--- config.mk ---
export PLATFORM = sky130hd
export DESIGN_NAME = interrupt_sequencer_flat
export DESIGN_NICKNAME = d
export VERILOG_FILES = /design/src/rtl/interrupt_sequencer_pkg.sv /design/src/rtl/interrupt_sequencer_if.sv /design/src/rtl/interrupt_sequencer_prio.sv /design/src/rtl/interrupt_sequencer.sv /design/src/flat_wrapper.sv
export SDC_FILE = /design/constraint.sdc
export NUM_CORES = 1
export LEC_CHECK = 0
export ABC_CLOCK_PERIOD_IN_PS = 3950
export CORE_AREA = 2 2 42 44
export DETAILED_ROUTE_END_ITERATION = 8
export DIE_AREA = 0 0 44 46
export HOLD_SLACK_MARGIN = 0.06
export PLACE_DENSITY_LB_ADDON = 0.2
export SETUP_SLACK_MARGIN = 0.2
export SKIP_CTS_REPAIR_TIMING = 1
export SYNTH_ARGS = -nofsm -noshare
export SYNTH_HDL_FRONTEND = slang
export SYNTH_SLANG_ARGS = --single-unit
--- constraint.sdc ---
create_clock -name clk -period 3.95 [get_ports clk]
set_clock_uncertainty 0.15 [all_clocks]
set_input_delay 0.5925 -clock clk [delete_from_list [all_inputs] [get_ports clk]]
set_output_delay 0.5925 -clock clk [all_outputs]
set_load 0.02 [all_outputs]
--- src/rtl/interrupt_sequencer_pkg.sv ---
// Shared types and default vectors for the 6502 interrupt/BRK/reset entry sequencer.
// Latency: n/a (types, constants and a vector-select helper only).
// Backpressure: n/a. Ports: none.
package cpu_pkg;

  typedef enum logic [2:0] {
    IDLE,
    DUMMY,
    PUSH_PCH,
    PUSH_PCL,
    PUSH_P,
    VEC_LO,
    VEC_HI
  } int_seq_state_t;

  typedef enum logic [1:0] {
    SRC_RESET,
    SRC_NMI,
    SRC_BRK,
    SRC_IRQ
  } int_src_t;

  // Low-byte vector addresses; the high byte is always at base+1.
  localparam logic [15:0] DEF_VEC_NMI   = 16'hFFFA;
  localparam logic [15:0] DEF_VEC_RESET = 16'hFFFC;
  localparam logic [15:0] DEF_VEC_IRQ   = 16'hFFFE;

  // BRK shares the IRQ vector; the B bit in the pushed P tells them apart.
  function automatic logic [15:0] vec_base(input int_src_t   src,
                                           input logic [15:0] vec_nmi,
                                           input logic [15:0] vec_reset,
                                           input logic [15:0] vec_irq);
    case (src)
      SRC_NMI:   return vec_nmi;
      SRC_RESET: return vec_reset;
      default:   return vec_irq;
    endcase
  endfunction

endpackage

--- src/rtl/interrupt_sequencer_if.sv ---
// Decoder-side bundle of the interrupt sequencer: request inputs, RDY and all sequencer outputs.
// Latency: n/a (wiring only). Backpressure: RDY travels here, toward the sequencer.
// Ports: master = decoder/CPU side, drives requests; slave = sequencer, drives DB selects and address controls.
interface interrupt_sequencer_if;

  logic        Start;
  logic        Reset_Req;
  logic        NMI_Pending;
  logic        IRQ_Line;
  logic        I_Flag;
  logic        BRK_Op;
  logic        RDY;

  logic        PCH_DB;
  logic        PCL_DB;
  logic        P_DB;
  logic        DL_DB;
  logic        B_Flag;
  logic        Write;
  logic        SP_Dec;
  logic        Addr_Stack;
  logic        Addr_Vector;
  logic [15:0] Vector_Addr;
  logic        Set_I;
  logic        NMI_Ack;
  logic        Busy;
  logic        Done;

  modport master (
    output Start, Reset_Req, NMI_Pending, IRQ_Line, I_Flag, BRK_Op, RDY,
    input  PCH_DB, PCL_DB, P_DB, DL_DB, B_Flag, Write, SP_Dec, Addr_Stack,
           Addr_Vector, Vector_Addr, Set_I, NMI_Ack, Busy, Done
  );

  modport slave (
    input  Start, Reset_Req, NMI_Pending, IRQ_Line, I_Flag, BRK_Op, RDY,
    output PCH_DB, PCL_DB, P_DB, DL_DB, B_Flag, Write, SP_Dec, Addr_Stack,
           Addr_Vector, Vector_Addr, Set_I, NMI_Ack, Busy, Done
  );

endinterface

--- src/rtl/interrupt_sequencer_prio.sv ---
// Picks the interrupt source: Reset_Req > NMI_Pending > BRK_Op > unmasked IRQ, with a valid flag.
// Latency: purely combinational. Backpressure: none.
// Ports: reset_req, nmi_pending, brk_op, irq_line, i_flag in; src (int_src_t) and vld out.
module int_priority_encoder
  import cpu_pkg::*;
(
  input  logic     reset_req,
  input  logic     nmi_pending,
  input  logic     brk_op,
  input  logic     irq_line,
  input  logic     i_flag,
  output int_src_t src,
  output logic     vld
);

  always_comb begin
    src = SRC_RESET;
    vld = 1'b1;
    if (reset_req)                 src = SRC_RESET;
    else if (nmi_pending)          src = SRC_NMI;
    else if (brk_op)               src = SRC_BRK;
    else if (irq_line && !i_flag)  src = SRC_IRQ;
    else                           vld = 1'b0;
  end

endmodule

--- src/rtl/interrupt_sequencer.sv ---
// 6502 interrupt/BRK/reset entry sequencer: dummy read, push PCH/PCL/P, fetch vector lo/hi.
// Latency: 6 cycles from the accepting Start edge; Busy in all six, Done on the last.
// Backpressure: RDY low holds DUMMY/VEC_LO/VEC_HI; pushes ignore RDY.
// Ports: clk, rst (async active-high), bus (interrupt_sequencer_if.slave).
// Option: define INT_SEQ_NMI_HIJACK_EN to let a pending NMI take over a BRK/IRQ after the P push.
module interrupt_sequencer
  import cpu_pkg::*;
#(
  parameter logic [15:0] VEC_NMI   = DEF_VEC_NMI,
  parameter logic [15:0] VEC_RESET = DEF_VEC_RESET,
  parameter logic [15:0] VEC_IRQ   = DEF_VEC_IRQ
) (
  input  logic                  clk,
  input  logic                  rst,
  interrupt_sequencer_if.slave  bus
);

  int_seq_state_t state, state_nxt;
  int_src_t       src, src_nxt;
  int_src_t       enc_src;
  logic           enc_vld;
  logic [15:0]    base;

  int_priority_encoder u_prio (
    .reset_req   (bus.Reset_Req),
    .nmi_pending (bus.NMI_Pending),
    .brk_op      (bus.BRK_Op),
    .irq_line    (bus.IRQ_Line),
    .i_flag      (bus.I_Flag),
    .src         (enc_src),
    .vld         (enc_vld)
  );

  // src resets to RESET so the vector base is never undefined.
  always_ff @(posedge clk or posedge rst) begin
    if (rst) begin
      state <= IDLE;
      src   <= SRC_RESET;
    end else begin
      state <= state_nxt;
      src   <= src_nxt;
    end
  end

  always_comb begin
    state_nxt = state;
    src_nxt   = src;
    case (state)
      IDLE: begin
        if (bus.Start && enc_vld) begin
          state_nxt = DUMMY;
          src_nxt   = enc_src;
        end
      end
      DUMMY:    if (bus.RDY) state_nxt = PUSH_PCH;
      PUSH_PCH: state_nxt = PUSH_PCL;
      PUSH_PCL: state_nxt = PUSH_P;
      PUSH_P: begin
        state_nxt = VEC_LO;
`ifdef INT_SEQ_NMI_HIJACK_EN
        // P is already on the stack with its B bit; only the vector changes.
        if ((src == SRC_BRK || src == SRC_IRQ) && bus.NMI_Pending)
          src_nxt = SRC_NMI;
`endif
      end
      VEC_LO:   if (bus.RDY) state_nxt = VEC_HI;
      VEC_HI:   if (bus.RDY) state_nxt = IDLE;
      default:  state_nxt = IDLE;
    endcase
  end

  assign base = vec_base(src, VEC_NMI, VEC_RESET, VEC_IRQ);

  // Outputs decode state/src only; RDY gates the three pulses so they fire once.
  always_comb begin
    bus.PCH_DB      = 1'b0;
    bus.PCL_DB      = 1'b0;
    bus.P_DB        = 1'b0;
    bus.DL_DB       = 1'b0;
    bus.B_Flag      = 1'b0;
    bus.Write       = 1'b0;
    bus.SP_Dec      = 1'b0;
    bus.Addr_Stack  = 1'b0;
    bus.Addr_Vector = 1'b0;
    bus.Vector_Addr = 16'h0000;
    bus.Set_I       = 1'b0;
    bus.NMI_Ack     = 1'b0;
    bus.Busy        = (state != IDLE);
    bus.Done        = 1'b0;
    case (state)
      PUSH_PCH, PUSH_PCL, PUSH_P: begin
        bus.PCH_DB     = (state == PUSH_PCH);
        bus.PCL_DB     = (state == PUSH_PCL);
        bus.P_DB       = (state == PUSH_P);
        bus.B_Flag     = (state == PUSH_P) && (src == SRC_BRK);
        // Reset walks SP down with reads so the stack is left untouched.
        bus.Write      = (src != SRC_RESET);
        bus.SP_Dec     = 1'b1;
        bus.Addr_Stack = 1'b1;
      end
      VEC_LO: begin
        bus.Addr_Vector = 1'b1;
        bus.Vector_Addr = base;
        bus.Set_I       = bus.RDY;
        bus.NMI_Ack     = bus.RDY && (src == SRC_NMI);
      end
      VEC_HI: begin
        bus.DL_DB       = 1'b1;
        bus.Addr_Vector = 1'b1;
        bus.Vector_Addr = base + 16'd1;
        bus.Done        = bus.RDY;
      end
      default: ;
    endcase
  end

endmodule

--- src/flat_wrapper.sv ---
// flat-port wrapper written by rule: the top's interface ports become plain ports
module interrupt_sequencer_flat import cpu_pkg::*;
#(
  parameter logic [15:0] VEC_NMI   = DEF_VEC_NMI,
  parameter logic [15:0] VEC_RESET = DEF_VEC_RESET,
  parameter logic [15:0] VEC_IRQ   = DEF_VEC_IRQ
)
  (clk, rst, bus_Start, bus_Reset_Req, bus_NMI_Pending, bus_IRQ_Line, bus_I_Flag, bus_BRK_Op, bus_RDY, bus_PCH_DB, bus_PCL_DB, bus_P_DB, bus_DL_DB, bus_B_Flag, bus_Write, bus_SP_Dec, bus_Addr_Stack, bus_Addr_Vector, bus_Vector_Addr, bus_Set_I, bus_NMI_Ack, bus_Busy, bus_Done);
  interrupt_sequencer_if bus_i ();
  input  logic clk;
  input  logic rst;
  input wire logic [$bits(bus_i.Start)-1:0] bus_Start;
  input wire logic [$bits(bus_i.Reset_Req)-1:0] bus_Reset_Req;
  input wire logic [$bits(bus_i.NMI_Pending)-1:0] bus_NMI_Pending;
  input wire logic [$bits(bus_i.IRQ_Line)-1:0] bus_IRQ_Line;
  input wire logic [$bits(bus_i.I_Flag)-1:0] bus_I_Flag;
  input wire logic [$bits(bus_i.BRK_Op)-1:0] bus_BRK_Op;
  input wire logic [$bits(bus_i.RDY)-1:0] bus_RDY;
  output wire logic [$bits(bus_i.PCH_DB)-1:0] bus_PCH_DB;
  output wire logic [$bits(bus_i.PCL_DB)-1:0] bus_PCL_DB;
  output wire logic [$bits(bus_i.P_DB)-1:0] bus_P_DB;
  output wire logic [$bits(bus_i.DL_DB)-1:0] bus_DL_DB;
  output wire logic [$bits(bus_i.B_Flag)-1:0] bus_B_Flag;
  output wire logic [$bits(bus_i.Write)-1:0] bus_Write;
  output wire logic [$bits(bus_i.SP_Dec)-1:0] bus_SP_Dec;
  output wire logic [$bits(bus_i.Addr_Stack)-1:0] bus_Addr_Stack;
  output wire logic [$bits(bus_i.Addr_Vector)-1:0] bus_Addr_Vector;
  output wire logic [$bits(bus_i.Vector_Addr)-1:0] bus_Vector_Addr;
  output wire logic [$bits(bus_i.Set_I)-1:0] bus_Set_I;
  output wire logic [$bits(bus_i.NMI_Ack)-1:0] bus_NMI_Ack;
  output wire logic [$bits(bus_i.Busy)-1:0] bus_Busy;
  output wire logic [$bits(bus_i.Done)-1:0] bus_Done;
  assign bus_i.Start = bus_Start;
  assign bus_i.Reset_Req = bus_Reset_Req;
  assign bus_i.NMI_Pending = bus_NMI_Pending;
  assign bus_i.IRQ_Line = bus_IRQ_Line;
  assign bus_i.I_Flag = bus_I_Flag;
  assign bus_i.BRK_Op = bus_BRK_Op;
  assign bus_i.RDY = bus_RDY;
  assign bus_PCH_DB = bus_i.PCH_DB;
  assign bus_PCL_DB = bus_i.PCL_DB;
  assign bus_P_DB = bus_i.P_DB;
  assign bus_DL_DB = bus_i.DL_DB;
  assign bus_B_Flag = bus_i.B_Flag;
  assign bus_Write = bus_i.Write;
  assign bus_SP_Dec = bus_i.SP_Dec;
  assign bus_Addr_Stack = bus_i.Addr_Stack;
  assign bus_Addr_Vector = bus_i.Addr_Vector;
  assign bus_Vector_Addr = bus_i.Vector_Addr;
  assign bus_Set_I = bus_i.Set_I;
  assign bus_NMI_Ack = bus_i.NMI_Ack;
  assign bus_Busy = bus_i.Busy;
  assign bus_Done = bus_i.Done;
  interrupt_sequencer #(.VEC_NMI(VEC_NMI), .VEC_RESET(VEC_RESET), .VEC_IRQ(VEC_IRQ)) u_core (.clk(clk), .rst(rst), .bus(bus_i));
endmodule
==> results.tsv <==
metric	value	unit
status	completed	
die height	46	um
total of max-cap violations	0	
Synth area leaders	dfrtp_1, buf_4, inv_1	
via count	475	
Setup WS post-layout	0.966	ns
CTS max path bufs	2	
peak fanout along the critical path	5	
Seq cells post-synth	5	
normalized max-slew margin	70.9	%
io pins	38	
Seq pwr share	17.1	%
instance count of the mapped netlist	65	
VDD IR max	0.373	mV
Mean Syn Cell Area	8.12	um^2
Worst Setup End Kind	output port	
critical path cell sequence	clkdlybuf4s50_1, nor2b_1, and3_1, and3_1, clkdlybuf4s50_1	
DRT Pass-1 Iters	2	
crit start category	input port	
die width	44	um
worst slew pin tran	0.437	ns
f_max	335	MHz
share of the synthesized area in the top cell type	23.7	%
Sinks on Clock Net	5	
Seq/Total Area, Yosys	23.7	%
switching power	0.381	mW
met3 Use GR	2.38	%
post-DP HPWL	856	um
final hold vios	0	
Setup TNS Final	0	ns
Max Slew Vio Count	0	
Reg clk slew, reported paths	0.04	ns
grt total ovfl	0	
Critical Path RT	3.21	ns
busiest grt layer	met1	
Comb pwr share	75.5	%
Vias/cell	4.48	
die area	2020	um^2
CTS tree	yes	
Synth-to-Final Area Change	54.7	%
gpl congestion	0.742	
number of routed nets with antenna violations	0	
met2 Usage GRT	15.3	%
PortBufs	37	
dpl ws	0.952	ns
slowest stage delay, CP	0.59	ns
leakage	0.344	nW
part of the cycle the worst path needs	75.5	%
NumNets Final	99	
core area	1610	um^2
slowest CP cell	clkdlybuf4s50_1	
Mapped Area	528	um^2
Final setup violation count	0	
RSZ-0062 raised after global routing	no	
Synth cell types	28	
Root Buffer	clkbuf_4	
layout cells sized above 1	10.1	%
wire length per cell	9.92	um
cell taking the most area after synthesis	dfrtp_1	
Synth Warn #	0	
initial core utilization	32.7	%
initial antenna violation count	0	
vias in the first global route	386	
Top Family by Delay on Critical Path	buffers and inverters	
cell row count	15	
Critical Path AT	2.24	ns
Worst-Skew Late Latency	0.24	ns
H-tree depth	1	
pin count of the biggest net entering global routing	15	
Clk pwr share	7.4	%
TritonCTS Buffers	3	
commonest non-fill, non-tap cell in the layout	clkdlybuf4s50_1	
first-pass GRT wire length	1640	um
# DRC	0	
Pwr Density	965	nW/um^2
min Tclk post-route	2.98	ns
diode count	0	
commonest non-fill, non-tap cells in the layout	clkdlybuf4s50_1, inv_1, dfrtp_1	
switch share	48.3	%
Net Count, Synth	74	
Hold Crit Class	in -> async	
Global Route met1 Usage	15.8	%
initial DRC count	2	
WP buf/inv	2	
final wirelength	1050	um
All-Layer GR Usage	11.2	%
Pint	0.408	mW
WS Path Type	in -> out	
==> layer usage <==
layer / wire [um] / up-vias
met5: 0 / -
met2: 470 / 21
met1: 484 / 199
met4: 16 / 0
li1: - / 253
met3: 80 / 2
==> layout make-up <==
cell class,count,area [um^2]
Sequential cell,5,125
Timing Repair Buffer,37,370
Tap cell,17,21.3
Inverter,7,26.3
Clock buffer,4,26.3
Multi-Input combinational cell,36,248
Fill cell,175,797
==> power by group through the flow <==
stage,Combinational (mW),Sequential [mW],Clock (mW)
finish,0.595,0.135,0.0585
global route,0.638,0.145,0.0637
detailed placement,0.602,0.136,0
global placement,0.601,0.134,0
floorplan,0.478,0.0966,0
CTS,0.603,0.135,0.0607
==> state kept, by name, indices dropped and copies added (netlist names) <==
register / flops
u_core.state: 3
u_core.src: 2
==> synthesized netlist by cell type, drive strengths merged <==
master    n
nor4b     1
buf      17
o211ai    1
nor2      3
nand2     3
o21a      1
and3      2
inv       7
nor2b     2
xor2      1
and2      1
o22a      1
nor3      4
and2b     1
nor3b     3
a211oi    1
a2bb2oi   1
a21o      2
o21ai     4
dfrtp     5
or3b      1
a21oi     3
==> stage by stage <==
| stage | cells | cell area (um^2) | hold WS, ns | utilization [%] | total power [mW] |
|---|---|---|---|---|---|
| 2_1_floorplan | 65 | 528 | 0.221 | - | 0.574 |
| 3_3_place_gp | 102 | 791 | 0.417 | 49.0 | 0.735 |
| 3_5_place_dp | 102 | 791 | 0.412 | 49.0 | 0.738 |
| 4_1_cts | 106 | 817 | 0.398 | 50.6 | 0.799 |
| 5_1_grt | 106 | 817 | 0.419 | 50.6 | 0.847 |
| 6_report | 106 | 817 | 0.396 | 50.6 | 0.789 |
==> path summary, 6_finish.rpt <==
check,cells past startpoint,start,slack (ns),endpoint
max reg2reg,3,u_core.state[0]$_DFFE_PP0P_,2.54,u_core.src[0]$_DFFE_PP0P_
max in group asynchronous,2,rst,3.08,u_core.src[0]$_DFFE_PP0P_
min reg2reg,1,u_core.src[0]$_DFFE_PP0P_,0.42,u_core.src[0]$_DFFE_PP0P_
max,5,bus_RDY,0.97,bus_NMI_Ack
min in group clk,1,u_core.src[0]$_DFFE_PP0P_,0.42,u_core.src[0]$_DFFE_PP0P_
min,2,rst,0.40,u_core.state[2]$_DFFE_PP0P_
==> cell families after synthesis <==
| group | synth area share (%) |
|---|---|
| buffers and inverters | 29.4 |
| DFF | 23.7 |
| xor gates and xnor gates | 1.66 |
| and+or+nand+nor | 27.5 |
| AOI/OAI and AO/OA | 17.8 |
No activity file was read; power rests on OpenSTA's default activity.
